==> src/rtl/line_raster_if.sv <==
`default_nettype none
// +----------------------------------------------------------------------+
// | line_raster_if                                                       |
// | Command and pixel-write bundle between the command controller, the   |
// | line_raster draw stage and the framebuffer write port.               |
// | Rev 1.0 - initial release                                            |
// +----------------------------------------------------------------------+
interface line_raster_if;
  // Command side
  logic        iGo;
  logic        iFlip;
  logic        iPolyline;
  logic [8:0]  iColor;
  logic [7:0]  iX0;
  logic [7:0]  iY0;
  logic [7:0]  iX1;
  logic [7:0]  iY1;
  logic        oDone;
  // Framebuffer write port
  logic        oWrEn;
  logic [16:0] oWrAddr;
  logic [8:0]  oWrData;
  logic        iWrReady;
  logic        oFrontBuf;

  // Driver of commands and write-ready (controller / framebuffer side)
  modport master (
    output iGo, iFlip, iPolyline, iColor, iX0, iY0, iX1, iY1, iWrReady,
    input  oDone, oWrEn, oWrAddr, oWrData, oFrontBuf
  );

  // The draw stage itself
  modport slave (
    input  iGo, iFlip, iPolyline, iColor, iX0, iY0, iX1, iY1, iWrReady,
    output oDone, oWrEn, oWrAddr, oWrData, oFrontBuf
  );
endinterface
`default_nettype wire

==> src/rtl/line_raster.sv <==
`default_nettype none
// +----------------------------------------------------------------------+
// | line_raster                                                          |
// | Rasterises one primitive per go pulse into a double-buffered         |
// | framebuffer: Bresenham line segments, or a buffer flip followed by   |
// | a full clear of the new back buffer. One pixel per accepted write.   |
// | Rev 1.0 - initial release                                            |
// +----------------------------------------------------------------------+
module line_raster #(
  parameter int WIDTH  = 240,
  parameter int HEIGHT = 160
) (
  input  wire logic    iClk,
  input  wire logic    iRst,
  line_raster_if.slave bus
);

  typedef enum logic [1:0] {
    S_IDLE      = 2'd0,
    S_LINE_INIT = 2'd1,
    S_LINE      = 2'd2,
    S_CLEAR     = 2'd3
  } state_t;

  localparam logic [8:0] W_LIM  = 9'(WIDTH);
  localparam logic [8:0] H_LIM  = 9'(HEIGHT);
  localparam logic [7:0] X_LAST = 8'(WIDTH - 1);
  localparam logic [7:0] Y_LAST = 8'(HEIGHT - 1);

  state_t            state_q,  state_d;
  logic [8:0]        color_q,  color_d;
  logic [7:0]        x0_q,     x0_d;
  logic [7:0]        y0_q,     y0_d;
  logic [7:0]        x1_q,     x1_d;
  logic [7:0]        y1_q,     y1_d;
  logic [7:0]        cur_x_q,  cur_x_d;
  logic [7:0]        cur_y_q,  cur_y_d;
  logic signed [9:0] dx_q,     dx_d;
  logic signed [9:0] dy_q,     dy_d;
  logic signed [9:0] err_q,    err_d;
  logic              sx_neg_q, sx_neg_d;
  logic              sy_neg_q, sy_neg_d;
  logic              done_q,   done_d;
  logic              wr_en_q,  wr_en_d;
  logic [16:0]       wr_addr_q, wr_addr_d;
  logic [8:0]        wr_data_q, wr_data_d;
  logic              front_q,  front_d;

  // Bresenham helpers
  logic [7:0]         adx;
  logic [7:0]         ady;
  logic signed [10:0] e2;
  logic signed [10:0] dx_ext;
  logic signed [10:0] dy_ext;
  logic [7:0]         step_x;
  logic [7:0]         step_y;
  logic signed [9:0]  step_err;
  logic [7:0]         clr_x;
  logic [7:0]         clr_y;
  logic               line_accept;

  // A pixel outside the visible area is stepped over without a write.
  function automatic logic in_bounds(input logic [7:0] x, input logic [7:0] y);
    return ({1'b0, x} < W_LIM) && ({1'b0, y} < H_LIM);
  endfunction

  // Endpoint deltas and the next Bresenham position from the current one.
  always_comb begin
    adx      = (x1_q >= x0_q) ? (x1_q - x0_q) : (x0_q - x1_q);
    ady      = (y1_q >= y0_q) ? (y1_q - y0_q) : (y0_q - y1_q);
    e2       = {err_q, 1'b0};
    dx_ext   = {dx_q[9], dx_q};
    dy_ext   = {dy_q[9], dy_q};
    step_x   = cur_x_q;
    step_y   = cur_y_q;
    step_err = err_q;
    if (e2 >= dy_ext) begin
      step_err = step_err + dy_q;
      step_x   = sx_neg_q ? (cur_x_q - 8'd1) : (cur_x_q + 8'd1);
    end
    if (e2 <= dx_ext) begin
      step_err = step_err + dx_q;
      step_y   = sy_neg_q ? (cur_y_q - 8'd1) : (cur_y_q + 8'd1);
    end
  end

  // Next raster position for the row-major clear sweep.
  always_comb begin
    clr_x = cur_x_q + 8'd1;
    clr_y = cur_y_q;
    if (cur_x_q == X_LAST) begin
      clr_x = 8'd0;
      clr_y = cur_y_q + 8'd1;
    end
  end

  // A clipped pixel has no write pending, so it advances unconditionally.
  assign line_accept = wr_en_q ? bus.iWrReady : 1'b1;

  // Next-state and registered-output computation for the draw sequencer.
  always_comb begin
    state_d   = state_q;
    color_d   = color_q;
    x0_d      = x0_q;
    y0_d      = y0_q;
    x1_d      = x1_q;
    y1_d      = y1_q;
    cur_x_d   = cur_x_q;
    cur_y_d   = cur_y_q;
    dx_d      = dx_q;
    dy_d      = dy_q;
    err_d     = err_q;
    sx_neg_d  = sx_neg_q;
    sy_neg_d  = sy_neg_q;
    done_d    = 1'b0;
    wr_en_d   = wr_en_q;
    wr_addr_d = wr_addr_q;
    wr_data_d = wr_data_q;
    front_d   = front_q;

    case (state_q)
      S_IDLE: begin
        done_d  = 1'b1;
        wr_en_d = 1'b0;
        if (bus.iGo) begin
          color_d = bus.iColor;
          x0_d    = bus.iX0;
          y0_d    = bus.iY0;
          x1_d    = bus.iX1;
          y1_d    = bus.iY1;
          done_d  = 1'b0;
          if (bus.iFlip) begin
            // The old front becomes the back buffer being cleared.
            front_d   = ~front_q;
            state_d   = S_CLEAR;
            cur_x_d   = 8'd0;
            cur_y_d   = 8'd0;
            wr_en_d   = 1'b1;
            wr_addr_d = {front_q, 8'd0, 8'd0};
            wr_data_d = bus.iColor;
          end else if (bus.iPolyline) begin
            state_d = S_LINE_INIT;
          end
        end
      end

      S_LINE_INIT: begin
        dx_d      = $signed({2'b00, adx});
        dy_d      = -$signed({2'b00, ady});
        err_d     = $signed({2'b00, adx}) - $signed({2'b00, ady});
        sx_neg_d  = (x1_q < x0_q);
        sy_neg_d  = (y1_q < y0_q);
        cur_x_d   = x0_q;
        cur_y_d   = y0_q;
        wr_en_d   = in_bounds(x0_q, y0_q);
        wr_addr_d = {~front_q, y0_q, x0_q};
        wr_data_d = color_q;
        state_d   = S_LINE;
      end

      S_LINE: begin
        if (line_accept) begin
          if ((cur_x_q == x1_q) && (cur_y_q == y1_q)) begin
            wr_en_d = 1'b0;
            state_d = S_IDLE;
          end else begin
            cur_x_d   = step_x;
            cur_y_d   = step_y;
            err_d     = step_err;
            wr_en_d   = in_bounds(step_x, step_y);
            wr_addr_d = {~front_q, step_y, step_x};
          end
        end
      end

      S_CLEAR: begin
        if (bus.iWrReady) begin
          if ((cur_x_q == X_LAST) && (cur_y_q == Y_LAST)) begin
            wr_en_d = 1'b0;
            state_d = S_IDLE;
          end else begin
            cur_x_d   = clr_x;
            cur_y_d   = clr_y;
            wr_addr_d = {~front_q, clr_y, clr_x};
          end
        end
      end

      default: begin
        state_d = S_IDLE;
        wr_en_d = 1'b0;
      end
    endcase
  end

  // State and output registers; reset aborts any primitive in flight.
  always_ff @(posedge iClk or posedge iRst) begin
    if (iRst) begin
      state_q   <= S_IDLE;
      color_q   <= 9'd0;
      x0_q      <= 8'd0;
      y0_q      <= 8'd0;
      x1_q      <= 8'd0;
      y1_q      <= 8'd0;
      cur_x_q   <= 8'd0;
      cur_y_q   <= 8'd0;
      dx_q      <= 10'sd0;
      dy_q      <= 10'sd0;
      err_q     <= 10'sd0;
      sx_neg_q  <= 1'b0;
      sy_neg_q  <= 1'b0;
      done_q    <= 1'b1;
      wr_en_q   <= 1'b0;
      wr_addr_q <= 17'd0;
      wr_data_q <= 9'd0;
      front_q   <= 1'b0;
    end else begin
      state_q   <= state_d;
      color_q   <= color_d;
      x0_q      <= x0_d;
      y0_q      <= y0_d;
      x1_q      <= x1_d;
      y1_q      <= y1_d;
      cur_x_q   <= cur_x_d;
      cur_y_q   <= cur_y_d;
      dx_q      <= dx_d;
      dy_q      <= dy_d;
      err_q     <= err_d;
      sx_neg_q  <= sx_neg_d;
      sy_neg_q  <= sy_neg_d;
      done_q    <= done_d;
      wr_en_q   <= wr_en_d;
      wr_addr_q <= wr_addr_d;
      wr_data_q <= wr_data_d;
      front_q   <= front_d;
    end
  end

  assign bus.oDone     = done_q;
  assign bus.oWrEn     = wr_en_q;
  assign bus.oWrAddr   = wr_addr_q;
  assign bus.oWrData   = wr_data_q;
  assign bus.oFrontBuf = front_q;

endmodule
`default_nettype wire

==> src/flat_wrapper.sv <==
// flat-port wrapper written by rule: the top's interface ports become plain ports
module line_raster_flat 
#(
  parameter int WIDTH  = 240,
  parameter int HEIGHT = 160
)
  (iClk, iRst, bus_iGo, bus_iFlip, bus_iPolyline, bus_iColor, bus_iX0, bus_iY0, bus_iX1, bus_iY1, bus_iWrReady, bus_oDone, bus_oWrEn, bus_oWrAddr, bus_oWrData, bus_oFrontBuf);
  line_raster_if bus_i ();
  input  wire logic iClk;
  input  wire logic iRst;
  input wire logic [$bits(bus_i.iGo)-1:0] bus_iGo;
  input wire logic [$bits(bus_i.iFlip)-1:0] bus_iFlip;
  input wire logic [$bits(bus_i.iPolyline)-1:0] bus_iPolyline;
  input wire logic [$bits(bus_i.iColor)-1:0] bus_iColor;
  input wire logic [$bits(bus_i.iX0)-1:0] bus_iX0;
  input wire logic [$bits(bus_i.iY0)-1:0] bus_iY0;
  input wire logic [$bits(bus_i.iX1)-1:0] bus_iX1;
  input wire logic [$bits(bus_i.iY1)-1:0] bus_iY1;
  input wire logic [$bits(bus_i.iWrReady)-1:0] bus_iWrReady;
  output wire logic [$bits(bus_i.oDone)-1:0] bus_oDone;
  output wire logic [$bits(bus_i.oWrEn)-1:0] bus_oWrEn;
  output wire logic [$bits(bus_i.oWrAddr)-1:0] bus_oWrAddr;
  output wire logic [$bits(bus_i.oWrData)-1:0] bus_oWrData;
  output wire logic [$bits(bus_i.oFrontBuf)-1:0] bus_oFrontBuf;
  assign bus_i.iGo = bus_iGo;
  assign bus_i.iFlip = bus_iFlip;
  assign bus_i.iPolyline = bus_iPolyline;
  assign bus_i.iColor = bus_iColor;
  assign bus_i.iX0 = bus_iX0;
  assign bus_i.iY0 = bus_iY0;
  assign bus_i.iX1 = bus_iX1;
  assign bus_i.iY1 = bus_iY1;
  assign bus_i.iWrReady = bus_iWrReady;
  assign bus_oDone = bus_i.oDone;
  assign bus_oWrEn = bus_i.oWrEn;
  assign bus_oWrAddr = bus_i.oWrAddr;
  assign bus_oWrData = bus_i.oWrData;
  assign bus_oFrontBuf = bus_i.oFrontBuf;
  line_raster #(.WIDTH(WIDTH), .HEIGHT(HEIGHT)) u_core (.iClk(iClk), .iRst(iRst), .bus(bus_i));
endmodule
==> config.mk <==
export PLATFORM = sky130hd
export DESIGN_NAME = line_raster_flat
export DESIGN_NICKNAME = d
export VERILOG_FILES = /design/src/rtl/line_raster_if.sv /design/src/rtl/line_raster.sv /design/src/flat_wrapper.sv
export SDC_FILE = /design/constraint.sdc
export NUM_CORES = 1
export LEC_CHECK = 0
export ABC_AREA = 0
export ABC_CLOCK_PERIOD_IN_PS = 8500
export CAP_MARGIN = 20
export CORE_MARGIN = 2
export CORE_UTILIZATION = 40
export CTS_CLUSTER_SIZE = 10
export DETAILED_ROUTE_END_ITERATION = 10
export MAX_ROUTING_LAYER = met4
export PLACE_DENSITY = 0.66
export SLEW_MARGIN = 0
export SYNTH_ARGS = -nofsm -noshare
export SYNTH_HDL_FRONTEND = slang
export SYNTH_SLANG_ARGS = --single-unit
export TNS_END_PERCENT = 5
==> constraint.sdc <==
create_clock -name iClk -period 8.5 [get_ports iClk]
set_clock_uncertainty 0.1 [all_clocks]
set_input_delay 1.275 -clock iClk [delete_from_list [all_inputs] [get_ports iClk]]
set_output_delay 1.275 -clock iClk [all_outputs]
set_load 0.02 [all_outputs]
==> impl_results.md, run 1 <==
- Post_cts resized: 0
- Layout Nets: 1168
- Synthesized flop and latch total: a little over 100
- Crit path time final: between 4000 and 5000 ps
- First-pass GRT wire length: between 30000 and 40000 um
- Cells after synthesis: 989
- Area grow syn2layout: 15.5%
- DR iter-0 viols: ~500
- Antenna Nets Post-Route: 0
- Worst EP arrival: ~5000 ps
- Post-Syn Area: roughly 8400 um2
- Final WL: about 23000 um
- First-pass DRT Iterations: 5
- Setup Viol. Count Final: 0
- Vias in the first global route: roughly 7300
- Leakage: about 0.0042 uW
- WS Path Type: flip-flop to flip-flop
- Share of cells above drive strength 1: 0.0692
- Clk pin slew, worst setup/hold paths: approximately 70 ps
- Yosys Warn Count: 0
- Met2 usage: 0.366
- Mapped Avg Cell Area: ~8.5 um2
- Fmax: about 0.21 GHz
- Pwr Total: roughly 1200 uW
- Final worst path period share: 0.567
- Global-route met1 utilization: 0.287
- Async S/R FF share, synth: 1.00
- Critical path peak fanout: 9
- Crit start category: flip-flop
- Least-Margin Pin Slew: slightly below 1000 ps
- Starting Density: 0.404
- Avg WL per Cell: 17.5 um
- Full die area: between 20000 and 25000 um2
- Cts-stage hold buffer count: 0
- Final setup TNS: 0 ps
- DRC: 0
- Gr usage total: 0.221
- Count of max-cap constraint violations: 0
- Count of different cell masters after synthesis: 80
- Row cnt: 53
- Post-CTS setup buffer count: 0
- CTS tree: done
- HPWL after DPL: 17300 um
- Main synth FF type: dfrtp_1
- Final hold viol count: 0
- CORE AREA: ~21000 um2
- GR Util met3: 0.0287
- Status: complete, no violations
- Clk root buf: clkbuf_16
- Worst Path Required: slightly below 9000 ps
- Worst Hold Class: flip-flop to flip-flop
- Ant diodes: 0
- Part of the Yosys area used for sequential elements: 0.303
- CTS Buffer Depth: 2
- Initial antenna violation count: 0
- CTS Buf Count: 9
- Die height: between 100 and 150 um
- Relative slew slack: 0.352
- Worst-Skew Late Latency: between 300 and 400 ps
- Final Max Tran Viols: 0
- Htree depth: 3
- I/O Buffers: between 70 and 80
- Syn nets: between 1000 and 1500
- Post-synth EDFFs: 0
- DR vias/cell: between 5 and 6
- Die boundary width: approximately 150 um
- Vias: just over 7000
- Io pins: 76
- CTS Sinks: ~100
- Pwr Density: around 120 nW/um2
- RSZ-0062 raised after global routing: no
- Largest net degree at the start of global routing: 74
- FILL cells: a little over 2000
- GR Overflow Total: 0
- Peak supply drop: roughly 0.000086 V
- Worst setup EP type: flip-flop
- Grt peak-use layer: met2
- Placer Congestion: ~0.89
[critical path, cell delays in order (launching register included)]
cell and delay [ps]:
dfrtp_1 430, ha_1 400, nand4_1 180, nor2_1 140
o21ai_1 160, a21oi_1 560, nor2_1 210, buf_4 250
mux2_2 300, ha_1 220, inv_1 80, fa_1 210
nor2b_1 60, o21ai_0 220, a21oi_1 150, o31ai_1 280
a21oi_1 140, or3_1 350, a31oi_1 170, a21oi_1 80
[final cells by class]
| class | instances | area, um2 | area share |
|---|---|---|---|
| multi-input combinational | 759 | 5350 | 0.551 |
| sequential | 102 | 2550 | 0.263 |
| timing repair buffer | 84 | 818 | 0.0842 |
| tap | 275 | 344 | 0.0354 |
| inverter | 80 | 303 | 0.0312 |
| clock buffer | 10 | 239 | 0.0246 |
| clock inverter | 5 | 108 | 0.0111 |
[registers in the layout (all words and copies together) (netlist names)]
name / cells
u_core.color_q: 9
u_core.x1_q: 8
u_core.y0_q: 8
u_core.y1_q: 8
u_core.state_q: 2
u_core.bus.oFrontBuf: 1
u_core.dy_q: 10
u_core.x0_q: 8
u_core.bus.oWrData: 9
u_core.err_q: 10
u_core.sx_neg_q: 1
u_core.bus.oWrEn: 1
u_core.dx_q: 8
u_core.bus.oDone: 1
u_core.sy_neg_q: 1
u_core.bus.oWrAddr: 17
[per-layer routing]
metal	vias to the layer above	share of wire
li1	3582	-
met3	24	0.040
met2	176	0.48
met5	-	0
met1	3460	0.46
met4	0	0.018
[cell usage in the layout (no fill, tap or decap), drive strengths merged, types with 10 or more instances in the layout]
cell	instances
a211oi	11
ha	78
clkdlybuf4s50	75
mux2i	26
xnor2	36
nand2	114
dfrtp	101
a21oi	49
mux2	21
xor2	34
o21ai	104
nand4	12
nand3	24
o211ai	15
inv	80
nor3	16
nor2	61
nor4	11
clkbuf	10
a21o	11
[path summary, 6_finish.rpt]
| kind | start | end | slack, ps | cells after the start |
|---|---|---|---|---|
| worst max register to register | u_core.err_q[9]$_DFFE_PP0P_ | u_core.err_q[8]$_DFFE_PP0P_ | 3680 | 19 |
| worst min-delay path | u_core.bus.oWrData[3]$_DFFE_PP0P_ | u_core.bus.oWrData[3]$_DFFE_PP0P_ | 390 | 2 |
| worst max-delay path | u_core.err_q[9]$_DFFE_PP0P_ | u_core.err_q[8]$_DFFE_PP0P_ | 3680 | 19 |
| min in group asynchronous | iRst | u_core.color_q[4]$_DFFE_PP0P_ | 1160 | 2 |
| worst min register to register | u_core.bus.oWrData[3]$_DFFE_PP0P_ | u_core.bus.oWrData[3]$_DFFE_PP0P_ | 390 | 2 |
| max in group asynchronous | iRst | u_core.err_q[3]$_DFFE_PP0P_ | 5830 | 3 |
[cell families (layout without fill, tap and decap cells)]
family / after synthesis / after routing / synth area share
buffers and inverters: 128 / 179 / 0.0616
multiplexers: 47 / 47 / 0.0595
adder cells (fa/ha/maj): 85 / 85 / 0.133
flip-flops: 102 / 102 / 0.303
AO/OA/AOI/OAI: 269 / 269 / 0.205
XOR/XNOR: 70 / 70 / 0.0738
AND/OR/NAND/NOR: 288 / 288 / 0.164
[report_power, final]
group | switching, uW | internal (uW)
Clock | 202 | 296
Sequential | 34.0 | 494
Combinational | 81.1 | 74.0
[Yosys cell counts, types with 14 or more instances]
cell        n  area, um2
dfrtp_1   101       2530
xnor2_1    35        307
inv_1      80        300
clkbuf_1   31        116
xor2_1     34        298
o21ai_0    79        395
o21ai_1    24        120
o211ai_1   14        105
nand2_1   112        420
a21oi_1    49        245
ha_1       78        976
mux2_2     20        225
nor3_1     16       80.1
nand3_1    23        115
mux2i_1    26        260
nor2_1     61        229
[through the flow]
stage          hold WS (ps)  setup WS (ps)  cell area, um2   util  std cells
2_1_floorplan           375           4450            8410      -        989
3_3_place_gp            369           3920            9370  0.450       1299
3_5_place_dp            377           3800            9370  0.450       1299
4_1_cts                 399           3740            9710  0.466       1314
5_1_grt                 416           3280            9720  0.467       1315
6_report                395           3680            9720  0.467       1315
(Power assumes the default switching activity.)
==> inputs of run 2 (changes only) <==
Settings changed: ABC_CLOCK_PERIOD_IN_PS 8500 to 3970, PLACE_DENSITY 0.66 to 0.68.
Clock period 8.5 ns to 3.97 ns, I/O delays scaled along.
==> run 2 against run 1 <==
Wire length increased by 3.5%. Sequential power increased by 110%. Hold slack got worse by 12 ps. First-iteration DRC count increased by 15%. Non-clock buffer count increased by 78. Die area unchanged. Cell count increased by 5.9%. Power increased by 96%. Worst setup slack got worse by 3600 ps. Sequential share of layout area decreased by 1.8 points. Critical path depth decreased by 4. Global-route usage about the same. Critical path type unchanged. Critical endpoint is now u_core.err_q[9]$_DFFE_PP0P_.
==> impl_results.md, run 2 (synthesis gave the netlist of run 1 again) <==
- HPWL after DPL: ~18000 um
- Worst Path Required: 4160 ps
- DP Cell Count: between 1000 and 1500
- Count of max-cap constraint violations: 0
- Relative slew slack: 0.378
- CORE AREA: ~21000 um2
- Fmax: about 0.26 GHz
- DR vias/cell: between 5 and 6
- Clk pin slew, worst setup/hold paths: ~70 ps
- Worst setup EP type: flip-flop
- GR Overflow Total: 0
- Crit start category: flip-flop
- Reg2reg start: u_core.x1_q[5]$_DFFE_PP0P_
- First-pass DRT Iterations: 5
- Ant diodes: 0
- Gr usage total: 0.222
- Worst Reg-to-Reg Cells: 15
- Vias: 7622
- Pwr Density: 222 nW/um2
- Starting Density: 0.404
- Status: complete, no violations
- Final std cells w/o fill: 1392
- Final Max Tran Viols: 0
- CTS Buf Count: 9
- Leakage: roughly 0.0045 uW
- Vias in the first global route: between 7000 and 8000
- Row cnt: 53
- Layout Nets: approximately 1200
- Commonest non-fill, non-tap cell in the layout: nand2_1
- Peak supply drop: approximately 0.00022 V
- Finished Cell Area: 10400 um2
- Io pins: 76
- Most frequent cells in the layout: nand2_1 (112), dfrtp_1 (101), buf_4 (85)
- Hold Path Cell Cnt: 2
- Worst EP arrival: 4090 ps
- Post-DP Area: 9920 um2
- RSZ-0062 raised after global routing: yes
- Largest register FFs: 17
- HP Start: u_core.bus.oWrData[3]$_DFFE_PP0P_
- Share of cells above drive strength 1: 0.163
- Final worst path period share: 0.983
- Utilization after layout: 0.500
- Worst-Skew Late Latency: 360 ps
- Worst Hold Class: flip-flop to flip-flop
- DRC: 0
- Die boundary width: 149 um
- Cts-stage hold buffer count: 0
- CTS tree: done
- Die height: ~150 um
- Htree depth: 3
- Area grow syn2layout: 23.8%
- Final hold viol count: 0
- WS Path Type: flip-flop to flip-flop
- Avg WL per Cell: 17.1 um
- Initial antenna violation count: 0
- Final WL: approximately 24000 um
- I/O Buffers: 75
- Clk root buf: clkbuf_16
- CTS Buffer Depth: 2
- Least-Margin Pin Slew: between 900 and 1000 ps
- CTS Sinks: around 100
- CP startpoint: u_core.x1_q[5]$_DFFE_PP0P_
- Full die area: around 22000 um2
- Antenna Nets Post-Route: 0
- Setup Viol. Count Final: 0
- First-pass GRT wire length: 38100 um
- Critical path peak fanout: 5
- FILL cells: 2000
- Largest net degree at the start of global routing: 74
- Crit path time final: 3900 ps
- DR iter-0 viols: 577
- Placer Congestion: ~0.95
-- run 2: path summary, 6_finish.rpt --
path                       slack, ps                                 to
setup / recovery                  70        u_core.err_q[9]$_DFFE_PP0P_
hold / removal                   380  u_core.bus.oWrData[3]$_DFFE_PP0P_
setup reg to reg                  70        u_core.err_q[9]$_DFFE_PP0P_
hold reg to reg                  380  u_core.bus.oWrData[3]$_DFFE_PP0P_
max in group asynchronous       2470         u_core.x0_q[0]$_DFFE_PP0P_
min in group asynchronous        570  u_core.bus.oWrData[0]$_DFFE_PP0P_
-- run 2: layout make-up --
class,instances,area [um2],share of cell area
Inverter,80,303,0.0291
Clock buffer,10,229,0.0220
Tap cell,275,344,0.0330
Clock inverter,4,26.3,0.00252
Timing Repair Buffer,162,1420,0.136
Multi-Input combinational cell,759,5540,0.532
Sequential cell,102,2550,0.245
-- run 2: critical path: stages (launching register included) --
cell      delay [ps]
dfrtp_1          430
inv_1             80
ha_1             400
a21oi_1          220
o21a_2           230
mux2i_2          310
a31oi_4          130
or4_4            560
xor2_2           170
ha_1             320
buf_6            140
a21oi_4          140
o21bai_1         100
a211oi_2         290
o211ai_1         110
o21ai_1          100
-- run 2: routing by layer --
metal  track usage  share of wire
met1         0.288           0.45
met2         0.356           0.47
met3        0.0251          0.039
met4        0.0890          0.032
met5             -              0
-- run 2: per-stage QoR --
| step | setup TNS, ps | power, uW | setup WS [ps] | hold slack (ps) |
|---|---|---|---|---|
| CTS | -9.35 | 2310 | -9.35 | 390 |
| floorplan | 0 | 1340 | 10.8 | 375 |
| finish | 0 | 2310 | 67.5 | 383 |
| global placement | -79.5 | 1480 | -40.1 | 370 |
| global route | -377 | 2390 | -97.6 | 421 |
| detailed placement | -349 | 1490 | -122 | 374 |
-- run 2: report_power, final --
part | internal, uW | switching (uW) | total, uW
clock | 418 | 419 | 837
sequential | 1060 | 52.2 | 1110
combinational | 171 | 190 | 362
-- run 2: timing repair --
| action | 4_1_cts | 5_1_grt |
|---|---|---|
| pin swaps | 3 | 21 |
| resized for setup | 6 | 41 |
| setup endpoints to repair | 5 | 7 |
| buffers inserted | 0 | 6 |
| gates cloned | 0 | 0 |
==> inputs of run 3 (changes only) <==
--- a/config.mk
+++ b/config.mk
@@ -12,3 +12,2 @@
 export CORE_UTILIZATION = 40
-export CTS_CLUSTER_SIZE = 10
 export DETAILED_ROUTE_END_ITERATION = 10
==> constraint.sdc (replaced) <==
create_clock -name iClk -period 3.97 [get_ports iClk]
set_clock_uncertainty 0.1 [all_clocks]
set_input_delay 0.794 -clock iClk [delete_from_list [all_inputs] [get_ports iClk]]
set_output_delay 0.794 -clock iClk [all_outputs]
set_load 0.02 [all_outputs]
==> run 3 against run 2 <==
The flow now finishes with violations (setup timing). Maximum frequency decreased by 1.9%. Count of clock-buffer cells in the layout increased by 3. Wire length increased by 2.0%. Cell count increased by 0.36%. Register-to-register slack got worse by 70 ps. Global-route usage increased by 0.33 points. Via count increased by 0.28%. Design area increased by 1.6%. Worst setup slack got worse by 75 ps. Clock power increased by 15%. Critical path type unchanged. Largest cell class unchanged. Highest routed layer unchanged.
==> impl_results.md, run 3 (synthesis gave the netlist of run 1 again) <==
- Pwr Density: 229 nW/um2
- Least-Margin Pin Slew: approximately 880 ps
- Clk pin slew, worst setup/hold paths: about 70 ps
- Sequential power share: 0.463
- Worst EP arrival: 4170 ps
- DRC: 0
- Final WL: about 24000 um
- Pre-CTS setup slack: -189 ps
- Starting Density: 0.404
- Vias: between 7000 and 8000
- Final Max Tran Viols: 0
- Commonest non-fill, non-tap cell in the layout: nand2_1
- Met2 usage: 0.375
- DP Cell Count: ~1400
- Leakage: roughly 0.0046 uW
- CTS Buffer Depth: 2
- Status: finished with violations
- Die boundary width: approximately 150 um
- Io pins: 76
- FILL cells: 1966
- Setup Viol. Count Final: 1
- Final worst path period share: 1.00
- Failing checks: setup timing
- CORE AREA: 20800 um2
- Seq. cell area: about 2600 um2
- P_int: ~1800 uW
- Worst setup EP type: flip-flop
- Full die area: 22200 um2
- First-pass DRT Iterations: 5
- First-pass GRT wire length: 38800 um
- Grt peak-use layer: met2
- Avg WL per Cell: approximately 17 um
- DR vias/cell: 5.47
- RSZ-0062 raised after global routing: yes
- Final std cells w/o fill: 1397
- CTS Buf Count: 9
- Relative slew slack: 0.410
- Final hold viol count: 0
- Multi-input logic area: about 5600 um2
- GR Overflow Total: 0
- Critical path peak fanout: 4
- Antenna Nets Post-Route: 0
- Largest register FFs: 17
- Initial antenna violation count: 0
- Ant diodes: 0
- Worst hold slack: around 390 ps
- CTS Sinks: ~100
- Worst Reg-to-Reg Cells: 18
- Cts-stage hold buffer count: 0
- Die height: 149 um
- CTS tree: done
- Peak supply drop: 0.000198 V
- Row cnt: 53
- Most frequent cells in the layout: nand2_1 (112), dfrtp_1 (101), buf_4 (89)
- Final WS setup: -7.12 ps
- Worst Hold Class: flip-flop to flip-flop
- Crit start category: flip-flop
- R2r setup slk: -7 ps
- Crit path time final: between 3000 and 4000 ps
- Layout Nets: ~1300
- Placer Congestion: approximately 0.98
- GR Util met3: 0.0235
- Gr usage total: 0.225
- Area grow syn2layout: 25.7%
- HPWL after DPL: 18300 um
- Vias in the first global route: around 7500
- Net switching power: 665 uW
- Largest net degree at the start of global routing: 74
- Worst Path Required: ~4200 ps
- Count of max-cap constraint violations: 0
- Fraction of power spent switching nets: 0.274
- Hold Path Cell Cnt: 2
- Final setup TNS: -7.12 ps
- Clk root buf: clkbuf_16
- DR iter-0 viols: about 450
- Global-route met1 utilization: 0.287
- Fmax: around 0.25 GHz
- Worst-Skew Late Latency: about 360 ps
- Gate power share: 0.139
- I/O Buffers: 75
- Clock power share: 0.398
- WS Path Type: flip-flop to flip-flop
- Share of cells above drive strength 1: 0.177
- Htree depth: 3
-- run 3: power by group through the flow --
stage,clock [uW],combinational [uW],sequential [uW]
floorplan,0,213,1130
global placement,0,331,1140
detailed placement,0,337,1140
CTS,971,339,1120
global route,1010,371,1130
finish,966,338,1120
-- run 3: through the flow --
step	utilization	total power [uW]	cell area, um2
final	0.508	2430	10600
after global routing	0.508	2510	10600
after CTS	0.494	2430	10300
after detailed placement	0.477	1480	9930
after floorplan	-	1340	8420
after global placement	0.477	1480	9930
-- run 3: worst paths after layout --
check                                             startpoint                                end
max                               u_core.x1_q[0]$_DFFE_PP0P_        u_core.err_q[8]$_DFFE_PP0P_
max in group asynchronous                               iRst         u_core.bus.oDone$_DFF_PP1_
max reg2reg                       u_core.x1_q[0]$_DFFE_PP0P_        u_core.err_q[8]$_DFFE_PP0P_
min in group asynchronous                               iRst      u_core.color_q[2]$_DFFE_PP0P_
min                        u_core.bus.oWrData[6]$_DFFE_PP0P_  u_core.bus.oWrData[6]$_DFFE_PP0P_
min reg2reg                u_core.bus.oWrData[6]$_DFFE_PP0P_  u_core.bus.oWrData[6]$_DFFE_PP0P_
-- run 3: area by class of cell --
type | instances | area share
Clock inverter | 2 | 0.00367
Sequential cell | 102 | 0.241
Clock buffer | 13 | 0.0255
Tap cell | 275 | 0.0325
Timing Repair Buffer | 166 | 0.137
Multi-Input combinational cell | 759 | 0.531
Inverter | 80 | 0.0286
-- run 3: routing by layer --
metal | routed length [um] | part of all wire | vias up
met4 | 688 | 0.028 | 0
met2 | 11700 | 0.48 | 195
met5 | 0 | 0 | -
met1 | 11000 | 0.45 | 3653
li1 | - | - | 3755
met3 | 900 | 0.037 | 40
-- run 3: what timing repair did --
action	4_1_cts	5_1_grt
pin swaps	3	29
resized for setup	13	49
buffers inserted	0	8
gates cloned	0	0
setup endpoints to repair	6	7
-- run 3: worst max-delay path, cell delays in order, from the launching register on --
cell and delay, ps:
dfrtp_1 390, inv_1 80, ha_2 170, inv_2 40, fa_2 360, a21o_1 210, a211oi_2 210, buf_4 180
or3b_4 140, a31oi_4 80, or4_4 560, xor2_2 190, ha_1 310, buf_6 140, a21oi_4 140, o21bai_1 100
a211oi_2 280, a31oi_1 80, a21oi_1 150
